## src/rtl/snn_step_sequencer.sv

```systemverilog
// Timestep sequencer for snn_core: pulls one event vector per issued step, gates the
// core with a step enable and buffers the resulting spike rows in a small output FIFO.
module snn_step_sequencer #(
  parameter int F           = 48,
  parameter int N           = 96,
  parameter int T_W         = 16,
  parameter int OFIFO_DEPTH = 4
) (
  input  logic           clk,
  input  logic           rstn,
  input  logic           start,
  input  logic [T_W-1:0] t_len,
  output logic           busy,
  output logic           done,
  input  logic           ev_valid,
  input  logic [F-1:0]   ev_data,
  output logic           ev_ready,
  output logic           core_clr,
  output logic           core_en,
  output logic [F-1:0]   core_event_vec,
  input  logic [N-1:0]   core_spikes,
  output logic           sp_valid,
  output logic [N-1:0]   sp_data,
  output logic           sp_last,
  input  logic           sp_ready,
  output logic [T_W-1:0] t_idx
);

  localparam int AW = (OFIFO_DEPTH > 1) ? $clog2(OFIFO_DEPTH) : 1;
  localparam int CW = AW + 1;

  typedef enum logic [2:0] {
    S_IDLE  = 3'd0,
    S_CLR   = 3'd1,
    S_RUN   = 3'd2,
    S_DRAIN = 3'd3,
    S_DONE  = 3'd4
  } state_t;

  state_t         state_q, state_d;
  logic [T_W-1:0] t_len_q, t_len_d;
  logic [T_W-1:0] t_idx_q, t_idx_d;
  logic           busy_q, busy_d;
  logic           done_q, done_d;
  logic           ev_ready_q, ev_ready_d;
  logic           core_clr_q, core_clr_d;
  logic           core_en_q, core_en_d;
  logic [F-1:0]   core_event_vec_q, core_event_vec_d;
  logic           en_last_q, en_last_d;
  logic           cap_q, cap_d;
  logic           cap_last_q, cap_last_d;
  logic [N:0]     mem_q [OFIFO_DEPTH];
  logic [N:0]     mem_d [OFIFO_DEPTH];
  logic [AW-1:0]  wr_ptr_q, wr_ptr_d;
  logic [AW-1:0]  rd_ptr_q, rd_ptr_d;
  logic [CW-1:0]  count_q, count_d;
  logic           sp_valid_q, sp_valid_d;

  logic           issue_s;
  logic           last_s;
  logic           rd_s;
  logic [1:0]     inflight_s;
  logic [1:0]     inflight_d_s;
  logic [CW:0]    occ_d_s;

  // Next-state, issue credit and FIFO bookkeeping.
  always_comb begin
    state_d          = state_q;
    t_len_d          = t_len_q;
    t_idx_d          = t_idx_q;
    core_event_vec_d = core_event_vec_q;
    mem_d            = mem_q;

    issue_s    = ev_valid & ev_ready_q;
    last_s     = (t_idx_q == (t_len_q - T_W'(1)));
    rd_s       = sp_valid_q & sp_ready;
    inflight_s = {1'b0, core_en_q} + {1'b0, cap_q};

    case (state_q)
      S_IDLE: begin
        if (start) begin
          t_len_d = t_len;
          t_idx_d = '0;
          state_d = (t_len == '0) ? S_DONE : S_CLR;
        end else begin
          state_d = S_IDLE;
        end
      end
      S_CLR:   state_d = S_RUN;
      S_RUN: begin
        if (issue_s && last_s) begin
          state_d = S_DRAIN;
        end else begin
          state_d = S_RUN;
        end
      end
      S_DRAIN: begin
        if ((count_q == '0) && (inflight_s == 2'd0)) begin
          state_d = S_DONE;
        end else begin
          state_d = S_DRAIN;
        end
      end
      S_DONE:  state_d = S_IDLE;
      default: state_d = S_IDLE;
    endcase

    if (issue_s) begin
      t_idx_d          = t_idx_q + T_W'(1);
      core_event_vec_d = ev_data;
    end else begin
      t_idx_d          = t_idx_d;
      core_event_vec_d = core_event_vec_q;
    end

    // Two-stage shadow of the core: enable cycle, then spike capture cycle.
    core_en_d  = issue_s;
    en_last_d  = issue_s & last_s;
    cap_d      = core_en_q;
    cap_last_d = en_last_q;

    if (cap_q) begin
      mem_d[wr_ptr_q] = {cap_last_q, core_spikes};
    end else begin
      mem_d = mem_d;
    end
    wr_ptr_d = wr_ptr_q + AW'(cap_q);
    rd_ptr_d = rd_ptr_q + AW'(rd_s);
    count_d  = count_q + CW'(cap_q) - CW'(rd_s);

    // Credit counts rows still in the core pipeline so the FIFO cannot overflow.
    inflight_d_s = {1'b0, core_en_d} + {1'b0, cap_d};
    occ_d_s      = {1'b0, count_d} + (CW + 1)'(inflight_d_s);
    ev_ready_d   = (state_d == S_RUN) && (occ_d_s < (CW + 1)'(OFIFO_DEPTH));

    core_clr_d = (state_d == S_CLR);
    busy_d     = (state_d == S_CLR) || (state_d == S_RUN) || (state_d == S_DRAIN);
    done_d     = (state_q == S_DONE);
    sp_valid_d = (count_d != '0);
  end

  // State and output registers.
  always_ff @(posedge clk or negedge rstn) begin
    if (!rstn) begin
      state_q          <= S_IDLE;
      t_len_q          <= '0;
      t_idx_q          <= '0;
      busy_q           <= 1'b0;
      done_q           <= 1'b0;
      ev_ready_q       <= 1'b0;
      core_clr_q       <= 1'b0;
      core_en_q        <= 1'b0;
      core_event_vec_q <= '0;
      en_last_q        <= 1'b0;
      cap_q            <= 1'b0;
      cap_last_q       <= 1'b0;
      for (int i = 0; i < OFIFO_DEPTH; i++) begin
        mem_q[i] <= '0;
      end
      wr_ptr_q         <= '0;
      rd_ptr_q         <= '0;
      count_q          <= '0;
      sp_valid_q       <= 1'b0;
    end else begin
      state_q          <= state_d;
      t_len_q          <= t_len_d;
      t_idx_q          <= t_idx_d;
      busy_q           <= busy_d;
      done_q           <= done_d;
      ev_ready_q       <= ev_ready_d;
      core_clr_q       <= core_clr_d;
      core_en_q        <= core_en_d;
      core_event_vec_q <= core_event_vec_d;
      en_last_q        <= en_last_d;
      cap_q            <= cap_d;
      cap_last_q       <= cap_last_d;
      mem_q            <= mem_d;
      wr_ptr_q         <= wr_ptr_d;
      rd_ptr_q         <= rd_ptr_d;
      count_q          <= count_d;
      sp_valid_q       <= sp_valid_d;
    end
  end

  assign busy           = busy_q;
  assign done           = done_q;
  assign ev_ready       = ev_ready_q;
  assign core_clr       = core_clr_q;
  assign core_en        = core_en_q;
  assign core_event_vec = core_event_vec_q;
  assign sp_valid       = sp_valid_q;
  assign sp_data        = mem_q[rd_ptr_q][N-1:0];
  assign sp_last        = sp_valid_q & mem_q[rd_ptr_q][N];
  assign t_idx          = t_idx_q;

endmodule

```

## config.mk

```make
export PLATFORM = sky130hd
export DESIGN_NAME = snn_step_sequencer
export DESIGN_NICKNAME = d
export VERILOG_FILES = /design/src/rtl/snn_step_sequencer.sv
export SDC_FILE = /design/constraint.sdc
export NUM_CORES = 1
export LEC_CHECK = 0
export ABC_AREA = 1
export ABC_CLOCK_PERIOD_IN_PS = 2200
export CORE_MARGIN = 3
export CORE_UTILIZATION = 50
export CTS_BUF_LIST = sky130_fd_sc_hd__clkbuf_16
export DETAILED_ROUTE_END_ITERATION = 16
export GPL_ROUTABILITY_DRIVEN = 0
export HOLD_SLACK_MARGIN = 0.05
export PLACE_DENSITY = 0.83
export SYNTH_ARGS = -nofsm -noshare
export SYNTH_HDL_FRONTEND = slang
export SYNTH_SLANG_ARGS = --single-unit
export TNS_END_PERCENT = 1
```

## constraint.sdc

```tcl
create_clock -name clk -period 2.2 [get_ports clk]
set_input_delay 0.44 -clock clk [delete_from_list [all_inputs] [get_ports clk]]
set_output_delay 0.44 -clock clk [all_outputs]
set_load 0.02 [all_outputs]
```

==> impl_metrics.json <==
{
  "yosysWarnings": 0,
  "hpwl_microns": 38070,
  "fp.dieW_microns": 211.6,
  "tns_ns": -16.26,
  "hold_viol": 0,
  "hp-class": "in -> async",
  "ys_seq_area_share_pct": 57.66,
  "period_needed_ns": 2.471,
  "seqPwrFrac_pct": 35.2,
  "vdd_drop_max_v": 0.0008191,
  "die_h_microns": 211.6,
  "fin_crit_sh_pct": 112.3,
  "critical_path.max_fanout": 20,
  "cts-root-buf": "clkbuf_16",
  "synthesis.nets": 2667,
  "vias": 18946,
  "clkTransAtPathRegs_ns": 0.06,
  "worst_slack_ns": -0.2708,
  "p_per_area_mw_per_mm2": 1664,
  "p_sw_mw": 18.51,
  "synthCells": 2494,
  "grt-ovfl-total": 0,
  "post_cts_buffers": 0,
  "row_count": 74,
  "final_cell_area_sq_mm": 0.02710,
  "cts_buffer_depth": 3,
  "timing.critical_path.arrival_ns": 2.03,
  "fin_skew_ns": 0.01195,
  "grt_start_max_net_pins": 102,
  "antenna_found_initial": 2,
  "avgSynthCellArea_sq_um": 8.474,
  "synth-async-reset-ratio_pct": 100.0,
  "firstDrtPassIters": 5,
  "post_drt_wl_per_cell_microns": 17.69,
  "setup_violations": 97,
  "place_area_sq_mm": 0.02547,
  "synthesis.area_sq_mm": 0.02113,
  "die-area_sq_mm": 0.04477,
  "cts_sinks": 487,
  "grt_usage_pct": 26.27,
  "placed_cells": 3270,
  "synth.distinct_cells": 37,
  "violations": "negative setup slack",
  "cts_buffers": 50,
  "ys_ff_latch": 487,
  "vias_per_cell": 5.627,
  "final-max-slew-violation-count": 0,
  "fmax_mhz": 404.7,
  "drt_wl_total_microns": 59560,
  "comb_power_share_pct": 46.3,
  "ys.flop_type": "dfrtp_1",
  "drc": 0,
  "final_cells": 3367,
  "drive_above_1_share_pct": 10.52,
  "crit_required_ns": 1.76,
  "holdWs_ns": 0.3480,
  "p_clk_share_pct": 18.5,
  "p_sw_share_pct": 41.03,
  "final_core_util_pct": 65.62,
  "rr_worst_depth": 11,
  "postRouteAntennaNets": 0,
  "start_util_pct": 51.18,
  "synth_mux_area_share_pct": 0,
  "power_mw": 45.10,
  "p_int_mw": 26.60,
  "core_area_sq_mm": 0.04129,
  "area_growth_syn_to_layout_pct": 28.22,
  "grt_pass1_wl_microns": 95770,
  "drt_iter0_markers": 1739,
  "nNetsFinal": 2966,
  "synth_compound_area_share_pct": 17.78,
  "io_pins": 332,
  "synthXorXnorAreaFrac_pct": 0.8288,
  "p_leak_nw": 13.05,
  "htreeDepth": 2,
  "synth_edf_count": 0,
  "nFillCells": 3211,
  "cap_violations": 0,
  "slew_headroom_pct": 68.30,
  "synth-simple-area-share_pct": 17.42,
  "port_buffers": 331,
  "cts_tree": "yes",
  "clk_latency_ns": 0.59,
  "grt_setup_unrepaired": "yes",
  "grt_pass1_vias": 19140,
  "worst_pin_slew_ns": 0.4755,
  "critPathCaptureType": "output port",
  "synth_top_family_by_area": "compound AO/OA/AOI/OAI gates",
  "synth_adder_area_share_pct": 0.5091,
  "run_status": "finished, violations left",
  "start_kind": "register",
  "pre_cts_slack_ns": -0.4135,
  "crit_type": "reg -> out"
}
-- cells by family after synthesis --
logic type / Yosys count
compound gates: 721
xor+xnor: 20
fa+ha+maj: 8
buf+inv: 324
flops: 487
simple gates: 934
-- cells in the mapped netlist, types with 3 or more instances --
| cell type | instances | area (sq um) |
|---|---|---|
| dfrtp_1 | 487 | 12190 |
| buf_2 | 6 | 30.03 |
| xor2_1 | 8 | 70.07 |
| a21oi_1 | 8 | 40.04 |
| nor3_1 | 8 | 40.04 |
| nand2_2 | 3 | 18.77 |
| nor2_2 | 7 | 43.79 |
| nand3_1 | 17 | 85.08 |
| nor2_1 | 233 | 874.6 |
| a22oi_1 | 3 | 22.52 |
| nand4_1 | 13 | 81.33 |
| ha_1 | 7 | 87.58 |
| nor2_4 | 3 | 33.78 |
| inv_1 | 157 | 589.3 |
| o21ai_0 | 605 | 3028 |
| clkbuf_1 | 152 | 570.6 |
| buf_1 | 5 | 18.77 |
| o22ai_1 | 98 | 613.1 |
| nand2_1 | 637 | 2391 |
| nand3_2 | 3 | 30.03 |
| xnor2_1 | 12 | 105.1 |
| nand3b_1 | 3 | 22.52 |
-- placed cells by master (no fill, tap or decap), drive strengths merged, types with 2 or more instances in the layout --
cell type and count:
nand2 640, o21ai 605, dfrtp 487, nor2 243, clkdlybuf4s50 222, buf 170, inv 164, o22ai 98
clkbuf 53, clkinv 29, nand3 20, nand4 13, xnor2 12, nor3 8, xor2 8, a21oi 8
dlygate4sd2 8, ha 7, bufinv 5, clkdlybuf4s15 5, nand3b 3, a22oi 3, clkinvlp 3, dlymetal6s2s 3
nor4 3, diode 2, and3 2, a31oi 2
-- flip-flops by register name, indices dropped and copies added, names as in the netlist, 2 cells and up --
name            cells
count_q             3
t_len_q            16
mem_q             388
wr_ptr_q            2
rd_ptr_q            2
state_q             3
t_idx              16
core_event_vec     48
-- power groups by stage --
stage | logic [mW] | registers, mW | clock network [mW]
floorplan | 11.4 | 15.7 | 0
global placement | 20.1 | 15.6 | 0
detailed placement | 20.8 | 15.8 | 0
CTS | 20.5 | 15.8 | 8.53
global route | 22.9 | 16.3 | 8.90
finish | 20.9 | 15.9 | 8.35
-- critical path, cell delays in order (launching register included) --
cell      delay (ns)
dfrtp_4         0.50
clkinv_8        0.15
buf_12          0.19
buf_4           0.15
o21ai_0         0.15
o22ai_1         0.11
buf_4           0.18
-- timing repair --
action                                  CTS  global route
resized for setup                       305           234
cloned                                    0             2
endpoints found under the hold margin    24             0
pin swaps                                 5            20
hold buffers                              1             0
endpoints found under the setup margin  107           105
-- final cells by class --
class / instances / area (sq um) / share of cell area [%]
diodes: 2 / 5.005 / 0.01847
inverters: 160 / 615.6 / 2.272
flip-flops and latches: 487 / 12200 / 45.01
multi-input cells: 1683 / 7850 / 28.97
repair buffers: 411 / 4144 / 15.29
well taps: 532 / 665.6 / 2.456
clock inverters: 41 / 345.3 / 1.274
clock buffers: 51 / 1276 / 4.710
-- routing by layer --
layer,global-route usage [%],up-vias,wire [microns]
li1,-,8782,-
met4,11.06,0,2125
met2,43.84,918,28740
met1,32.95,9089,23110
met5,0,-,0
met3,6.417,157,5582
-- path summary, 6_finish.rpt --
path / slack [ns] / end / start
setup reg to reg: 0.09 / ev_ready$_DFF_PN0_ / sp_valid$_DFF_PN0_
max in group asynchronous: 1.05 / mem_q[139]$_DFFE_PN0P_ / rstn
hold reg to reg: 0.35 / cap_last_q$_DFF_PN0_ / cap_last_d$_DFF_PN0_
min in group clk: 0.35 / cap_last_q$_DFF_PN0_ / cap_last_d$_DFF_PN0_
hold / removal: 0.35 / mem_q[226]$_DFFE_PN0P_ / rstn
setup / recovery: -0.27 / sp_data[94] / rd_ptr_q[0]$_DFF_PN0_
(Power assumes the default switching activity.)
